===== config.mk =====
export PLATFORM = sky130hd
export DESIGN_NAME = arbitro_compuerta
export DESIGN_NICKNAME = d
export VERILOG_FILES = /design/src/rtl/arbitro_compuerta.sv
export SDC_FILE = /design/constraint.sdc
export NUM_CORES = 1
export LEC_CHECK = 0
export ABC_AREA = 1
export ABC_CLOCK_PERIOD_IN_PS = 3100
export BUFFER_PORTS_ARGS = -buffer_cell sky130_fd_sc_hd__buf_2
export CORE_ASPECT_RATIO = 0.7
export CORE_MARGIN = 3
export CORE_UTILIZATION = 35
export CTS_BUF_LIST = sky130_fd_sc_hd__clkbuf_4 sky130_fd_sc_hd__clkbuf_8
export DETAILED_ROUTE_END_ITERATION = 16
export GPL_TIMING_DRIVEN = 0
export HOLD_SLACK_MARGIN = 0.06
export PLACE_DENSITY = 0.67
export SYNTH_ARGS = -nofsm -noshare
export SYNTH_HDL_FRONTEND = slang
export SYNTH_SLANG_ARGS = --single-unit

===== constraint.sdc =====
create_clock -name Clk -period 3.1 [get_ports Clk]
set_input_delay 0.62 -clock Clk [delete_from_list [all_inputs] [get_ports Clk]]
set_output_delay 0.62 -clock Clk [all_outputs]
set_load 0.01 [all_outputs]

===== src/rtl/arbitro_compuerta.sv =====
// Two-lane round-robin arbiter for a single parking gate controller, with lot occupancy tracking.
// Optional CONCEDIDO timeout abort enabled by defining ARBITRO_TIMEOUT_EN.
module arbitro_compuerta #(
  parameter int CAPACIDAD  = 16,
  parameter int ANCHO_CONT = 5,
  parameter int TIMEOUT    = 255,
  parameter int ANCHO_TO   = 8
) (
  input  logic                  Clk,
  input  logic                  Reset,
  input  logic [1:0]            Solicitud,
  input  logic [1:0]            Pin_in,
  input  logic [1:0]            Paso,
  input  logic                  Abierto_c,
  input  logic                  Cerrado_c,
  input  logic                  Bloqueo_c,
  output logic                  Vehiculo_c,
  output logic                  Pin_c,
  output logic                  Termino_c,
  output logic [1:0]            Concedido,
  output logic                  Lleno,
  output logic [ANCHO_CONT-1:0] Ocupacion,
  output logic                  Error_to
);

  typedef enum logic [2:0] {LIBRE, CONCEDIDO, CRUZANDO, LIBERANDO, BLOQUEADO} estado_t;

  localparam logic [ANCHO_CONT-1:0] CAP = ANCHO_CONT'(CAPACIDAD);

  if (2 ** ANCHO_CONT <= CAPACIDAD) begin : g_chk_cont
    $error("ANCHO_CONT too narrow for CAPACIDAD");
  end
  if (TIMEOUT < 1 || TIMEOUT >= 2 ** ANCHO_TO) begin : g_chk_to
    $error("TIMEOUT does not fit in ANCHO_TO bits");
  end

  estado_t               estado, estado_n;
  logic                  puntero, puntero_n;  // lane favoured when both are eligible
  logic                  lado, lado_n;        // currently granted lane
  logic [1:0]            conc_n;
  logic                  veh_n, pin_n, ter_n, lleno_n, err_n;
  logic [ANCHO_CONT-1:0] ocup_n;
  logic                  elig0, elig1;

  assign elig0 = Solicitud[0] && !Lleno;
  assign elig1 = Solicitud[1] && (Ocupacion != '0);

`ifdef ARBITRO_TIMEOUT_EN
  localparam logic [ANCHO_TO-1:0] TO_FIN = ANCHO_TO'(TIMEOUT - 1);
  logic [ANCHO_TO-1:0] cont, cont_n;
`else
  assign Error_to = 1'b0;
`endif

  // NOTE: state and outputs use non-blocking assignments so every register samples pre-edge values.
  always_ff @(posedge Clk or negedge Reset) begin
    if (!Reset) begin
      estado     <= LIBRE;
      puntero    <= 1'b0;
      lado       <= 1'b0;
      Concedido  <= 2'b00;
      Vehiculo_c <= 1'b0;
      Pin_c      <= 1'b0;
      Termino_c  <= 1'b0;
      Ocupacion  <= '0;
      Lleno      <= 1'b0;
`ifdef ARBITRO_TIMEOUT_EN
      cont       <= '0;
      Error_to   <= 1'b0;
`endif
    end else begin
      estado     <= estado_n;
      puntero    <= puntero_n;
      lado       <= lado_n;
      Concedido  <= conc_n;
      Vehiculo_c <= veh_n;
      Pin_c      <= pin_n;
      Termino_c  <= ter_n;
      Ocupacion  <= ocup_n;
      Lleno      <= lleno_n;
`ifdef ARBITRO_TIMEOUT_EN
      cont       <= cont_n;
      Error_to   <= err_n;
`endif
    end
  end

  // NOTE: every signal gets a default before the case so no latch is inferred.
  always_comb begin
    estado_n  = estado;
    puntero_n = puntero;
    lado_n    = lado;
    conc_n    = Concedido;
    veh_n     = Vehiculo_c;
    pin_n     = 1'b0;
    ter_n     = 1'b0;
    ocup_n    = Ocupacion;
    err_n     = 1'b0;
`ifdef ARBITRO_TIMEOUT_EN
    cont_n    = cont;
`endif
    case (estado)
      LIBRE: begin
        if (elig0 || elig1) begin
          lado_n   = (elig0 && elig1) ? puntero : elig1;
          conc_n   = lado_n ? 2'b10 : 2'b01;
          veh_n    = 1'b1;
          estado_n = CONCEDIDO;
`ifdef ARBITRO_TIMEOUT_EN
          cont_n   = '0;
`endif
        end
      end
      CONCEDIDO: begin
        pin_n = Pin_in[lado];
`ifdef ARBITRO_TIMEOUT_EN
        cont_n = cont + 1'b1;
`endif
        if (Bloqueo_c) begin
          pin_n    = 1'b0;
          conc_n   = 2'b00;
          veh_n    = 1'b0;
          estado_n = BLOQUEADO;
        end else if (Abierto_c) begin
          estado_n = CRUZANDO;
        end else if (!Solicitud[lado]) begin
          conc_n   = 2'b00;
          veh_n    = 1'b0;
          estado_n = LIBERANDO;
`ifdef ARBITRO_TIMEOUT_EN
        end else if (cont == TO_FIN) begin
          err_n    = 1'b1;
          conc_n   = 2'b00;
          veh_n    = 1'b0;
          estado_n = LIBERANDO;
`endif
        end
      end
      CRUZANDO: begin
        if (Paso[lado]) begin
          ter_n = 1'b1;
          if (!lado && Ocupacion != CAP)     ocup_n = Ocupacion + 1'b1;
          else if (lado && Ocupacion != '0)  ocup_n = Ocupacion - 1'b1;
          conc_n   = 2'b00;
          veh_n    = 1'b0;
          estado_n = LIBERANDO;
        end
      end
      LIBERANDO: begin
        conc_n = 2'b00;
        veh_n  = 1'b0;
        if (Cerrado_c) begin
          puntero_n = !lado;
          estado_n  = LIBRE;
        end
      end
      BLOQUEADO: begin
        conc_n = 2'b00;
        veh_n  = 1'b0;
        if (!Bloqueo_c) estado_n = LIBERANDO;
      end
      default: estado_n = LIBRE;
    endcase
    lleno_n = (ocup_n == CAP);
  end

endmodule


==> metrics.yaml, run 1 <==
p_clk_share_pct: 15.1
hold_buffers: 0
vdd_drop_max_uv: 290
clock_sinks: 16
rr_endpoint: "Lleno"
final_common_cell: "nand2_1"
cts_buffer_depth: 2
root_buffer: "clkbuf_8"
endpoint: "Lleno"
hold_ws_ns: 0.280
wl_per_cell_um: 11.6
r2r-start: "Ocupacion[0]"
drive_gt1_share_pct: 28.6
area_growth_pct: 19.7
yosysWarnings: 0
track_usage_pct: 14.7
die_w_um: 70.8
grt_pass1_wl_mm: 4.15
min_period_ns: 1.77
power.total_uw: 1230
switching_share_pct: 47.7
ff2ff_path_depth: 10
critPathLaunchType: "register"
dieArea_um2: 3630
synth_seq_cells: 16
drc: 0
hpwl_mm: 1.88
leakagePower_uw: 0.000690
switchingPower_uw: 585
timing.final.max_slew_violations: 0
yosysTopAreaCellShare_pct: 39.0
synth_cells: 143
critical_path_class: "reg2reg"
skew_ns: 0.00433
synth_nets: 156
worstSkewPairLatency_ns: 0.25
core_area_um2: 2630
grt_pass1_vias: 910
portBuffers: 21
synth.largest_area_cell: "dfrtp_1"
cts_buffers: 3
power.combinational.fraction_pct: 52.9
htree_levels: 1
max-cap-violations: 0
power_frac_seq_pct: 32.0
row_count: 15
tns_ns: 0
synth_area_per_cell_um2: 7.18
reg2reg_setup_slack_ns: 1.33
post_cts_buffers: 0
layout_common_cells: "nand2_1 (31), buf_2 (21), inv_1 (20)"
num_antenna_cells: 0
drt_wl_total_mm: 2.35
cts.repair.resized: 0
firstDrtPassIters: 4
antenna_found_initial: 0
finalHoldViolations: 0
start_util_pct: 39.1
placed_cells: 198
drt-initial-drc-count: 48
pin_count: 23
cts_tree: "built"
rsz0062_at_grt: "false"
cp-end-kind: "register"
syn_area_um2: 1030
cp-startpoint: "Ocupacion[0]"
placed_cell_area_um2: 1170
instances_no_fill: 202
path_max_fanout: 6
gp_congestion: 0.914
clk_pin_slew_ns: 0.07
status: "complete, no violations"
cp.required_ns: 3.25
ant_nets: 0
fin_nets: 182
vias_per_cell: 4.91
setup_viol: 0
netlist_top_cells_area: "dfrtp_1 (39%), nand2_1 (11%), nand3_1 (8.3%), inv_1 (7.3%), nor2_1 (4.4%)"
fin_crit_sh_pct: 57.0
synth-seq-area-share_pct: 39.0
p_per_area_nw_per_um2: 997
overflow: 0
hp-class: "in2async"
timing.fmax_ghz: 0.566
grt_max_degree: 17
vias: 992
synth.distinct_cells: 25
arrival_ns: 1.92
die_y_um: 51.3
final_area_um2: 1230
cell_internal_pwr_uw: 641
[worst max-delay path, cell delays in order, from the launching register on]
cell     delay [ns]
dfrtp_1        0.43
inv_1          0.10
ha_1           0.25
nand3_2        0.13
nand2_2        0.13
inv_2          0.08
nand2_1        0.05
a21oi_1        0.29
nor2_2         0.07
nand2_1        0.09
nor2_2         0.03
[kinds of logic after synthesis]
kind of cell	Yosys count	synth area share (%)
adder cells (fa/ha/maj)	2	2.44
other	1	0.365
buffers and inverters	27	10.5
XOR/XNOR	1	0.853
AND/OR/NAND/NOR	80	38.4
flip-flops	16	39.0
AO/OA/AOI/OAI	16	8.53
[layer usage]
layer | share of wire, % | global-route usage (%) | routed length (µm) | vias up
met1 | 48 | 20.0 | 1130 | 456
met2 | 44 | 22.3 | 1050 | 36
met5 | 0 | 0 | 0 | -
met3 | 7.1 | 5.11 | 166 | 4
met4 | 0.47 | 3.44 | 11 | 0
li1 | - | - | - | 496
[flip-flops by register name (all words and copies together), names as in the netlist]
register,cells
lado,1
puntero,1
estado,3
Ocupacion,5
Concedido,2
Lleno,1
Termino_c,1
Pin_c,1
Vehiculo_c,1
[cells in the mapped netlist (all sizes together)]
master,n
o22ai,2
conb,1
inv,26
nand2,40
a31oi,1
nor3,3
buf,1
nand3,18
or2,1
o21ai,7
dfrtp,16
ha,2
xor2,1
nand3b,2
nor2,16
a21oi,6
[power groups by stage]
stage	registers [µW]	logic (µW)	clock network, µW
floorplan	404	454	0
global placement	390	621	0
detailed placement	395	643	0
CTS	392	644	192
global route	410	735	201
finish	393	648	185
[metrics by stage]
step	worst slack (ns)	util (%)
after floorplan	1.55	-
after global placement	1.37	44.7
after detailed placement	1.38	44.7
after CTS	1.37	46.8
after global routing	1.14	46.8
final	1.33	46.8
[worst min-delay path by stage]
stage,endpoint,slack (ns),depth (start not counted)
CTS,estado[1],0.29,1
global route,estado[1],0.31,1
detailed placement,puntero,0.47,2
global placement,puntero,0.47,2
finish,Pin_c,0.28,1
floorplan,Concedido[0],0.32,0
[final cells by class]
cell class	count	area [µm²]
clock buffers	4	55.1
repair buffers	21	105
inverters	26	100
well taps	34	42.5
fillers	276	1400
flip-flops and latches	16	400
multi-input cells	100	519
plain buffers	1	7.51
No activity file was read; power rests on OpenSTA's default activity.
==> run 2: changes to the inputs <==
--- a/config.mk
+++ b/config.mk
@@ -6,7 +6,7 @@
 export NUM_CORES = 1
 export LEC_CHECK = 0
 export ABC_AREA = 1
-export ABC_CLOCK_PERIOD_IN_PS = 3100
+export ABC_CLOCK_PERIOD_IN_PS = 1800
 export BUFFER_PORTS_ARGS = -buffer_cell sky130_fd_sc_hd__buf_2
 export CORE_ASPECT_RATIO = 0.7
 export CORE_MARGIN = 3
==> constraint.sdc (replaced) <==
create_clock -name Clk -period 1.8 [get_ports Clk]
set_input_delay 0.36 -clock Clk [delete_from_list [all_inputs] [get_ports Clk]]
set_output_delay 0.36 -clock Clk [all_outputs]
set_load 0.01 [all_outputs]
==> metrics.yaml, run 2 (synthesized netlist as in run 1, its figures left out) <==
max-cap-violations: 0  # unchanged
start_util_pct: 39.1  # unchanged
reg2reg_setup_slack_ns: 0.15  # -1.18 ns
overflow: 0  # unchanged
grt_max_degree: 17  # unchanged
htree_levels: 1  # unchanged
num_antenna_cells: 0  # unchanged
cts_buffers: 3  # unchanged
largest-register: "Ocupacion"
fin_crit_sh_pct: 91.5  # +35 points
area_growth_pct: 22.9
dieArea_um2: 3630  # unchanged
drc: 0  # unchanged
ff2ff_path_depth: 11  # +1
cp-end-kind: "register"
dp_slack_ns: 0.0789  # -1.30 ns
min_from: "Pin_in[0]"
final_common_cell: "nand2_1"
vias_per_cell: 4.83  # -1.6%
worstSkewPairLatency_ns: 0.25  # about the same
multi_input_area_um2: 533  # +2.7%
reg_top3: "Ocupacion: 5 flops, estado: 3 flops, Concedido: 2 flops"
antenna_found_initial: 0  # unchanged
core_area_um2: 2630  # unchanged
setup_ws_ns: 0.152  # -1.18 ns
arrival_ns: 1.80  # -0.12 ns
skew_ns: 0.00360  # -0.000737 ns
root_buffer: "clkbuf_8"
hold_ws_ns: 0.352  # +0.0723 ns
finalHoldViolations: 0  # unchanged
status: "complete, no violations"
num-fill-cells: 278  # +0.72%
track_usage_pct: 14.7  # +0.042 points
drt-initial-drc-count: 60  # +25%
die_w_um: 70.8  # unchanged
setup_viol: 0  # unchanged
drt_wl_total_mm: 2.41  # +2.3%
clk_pin_slew_ns: 0.07  # about the same
cts_tree: "built"
timing.final.max_slew_violations: 0  # unchanged
row_count: 15  # unchanged
largest_register_ffs: 5  # unchanged
vdd_drop_max_uv: 508  # +75%
die_y_um: 51.3  # unchanged
cts_buffer_depth: 2  # unchanged
endpoint: "Lleno"
path_max_fanout: 6  # unchanged
cp.required_ns: 1.95  # -1.30 ns
cp-startpoint: "Ocupacion[1]"
clock_sinks: 16  # unchanged
grt_pass1_vias: 916  # +0.66%
min_period_ns: 1.65  # -0.120 ns
vias: 986  # -0.60%
pin_count: 23  # unchanged
timing.fmax_ghz: 0.607  # +7.3%
gp_congestion: 0.914  # unchanged
drive_gt1_share_pct: 31.8  # +3.2 points
seq_area_um2: 402  # +0.31%
rr_endpoint: "Lleno"
firstDrtPassIters: 4  # unchanged
hpwl_mm: 1.88  # unchanged
portBuffers: 21  # unchanged
leakagePower_uw: 0.000698  # +1.2%
critPathLaunchType: "register"
wl_per_cell_um: 11.8  # +1.3%
layout_common_cells: "nand2_1 (31), buf_2 (21), inv_1 (20)"
p_per_area_nw_per_um2: 1720  # +72%
fin_nets: 184  # +1.1%
power.total_uw: 2170  # +77%
grt_pass1_wl_mm: 4.17  # +0.51%
final_core_util_pct: 48.0  # +1.2 points
r2r-start: "Ocupacion[1]"
ant_nets: 0  # unchanged
hp-class: "in2reg"
critical_path_class: "reg2reg"
==> run 2: how the worst min path moves through the flow <==
stage,endpoint,cells after the start
after floorplan,Concedido[0],0
after global placement,Pin_c,1
after detailed placement,Pin_c,1
after CTS,Pin_c,3
after global routing,Pin_c,3
final,Pin_c,3
==> run 2: cell type report <==
cell class | count | share of cell area (%)
Multi-Input combinational cell | 100 | 42.2
Timing Repair Buffer | 23 | 9.71
Tap cell | 34 | 3.37
Buffer | 1 | 0.595
Inverter | 26 | 7.93
Sequential cell | 16 | 31.8
Clock buffer | 4 | 4.36
==> run 2: report_power, final <==
group | switching [µW] | total (µW) | internal [µW]
clock network | 125 | 319 | 194
logic | 745 | 1170 | 424
registers | 164 | 679 | 515
==> run 2: through the flow <==
step | setup TNS (ns) | instances | cell area, µm²
after floorplan | 0 | 143 | 1030
after global placement | 0 | 198 | 1170
after detailed placement | 0 | 198 | 1170
after CTS | 0 | 203 | 1240
after global routing | -0.00273 | 204 | 1260
final | 0 | 204 | 1260
==> run 2: what timing repair did <==
item                                    CTS  global route
endpoints found under the setup margin    0             4
setup buffers                             0             1
hold endpoints to repair                 16             0
gates resized for setup                   0             6
hold buffers                              1             0
==> run 2: critical path, stage by stage, from the launching register on <==
cell     delay (ns)
dfrtp_2        0.45
inv_1          0.09
ha_2           0.22
nand3_2        0.14
nand2_2        0.17
nand2_1        0.08
nand2_1        0.08
nand3_1        0.06
nor2_1         0.08
nor2_1         0.06
nand2_1        0.08
nor2_2         0.03
==> run 2: per-layer routing <==
metal  routed length [µm]  global-route usage [%]  vias to the layer above
li1                     -                       -                      504
met1                 1180                    20.0                      451
met2                 1070                    22.5                       25
met3                  140                    5.11                        6
met4                   19                    3.44                        0
met5                    0                       0                        -
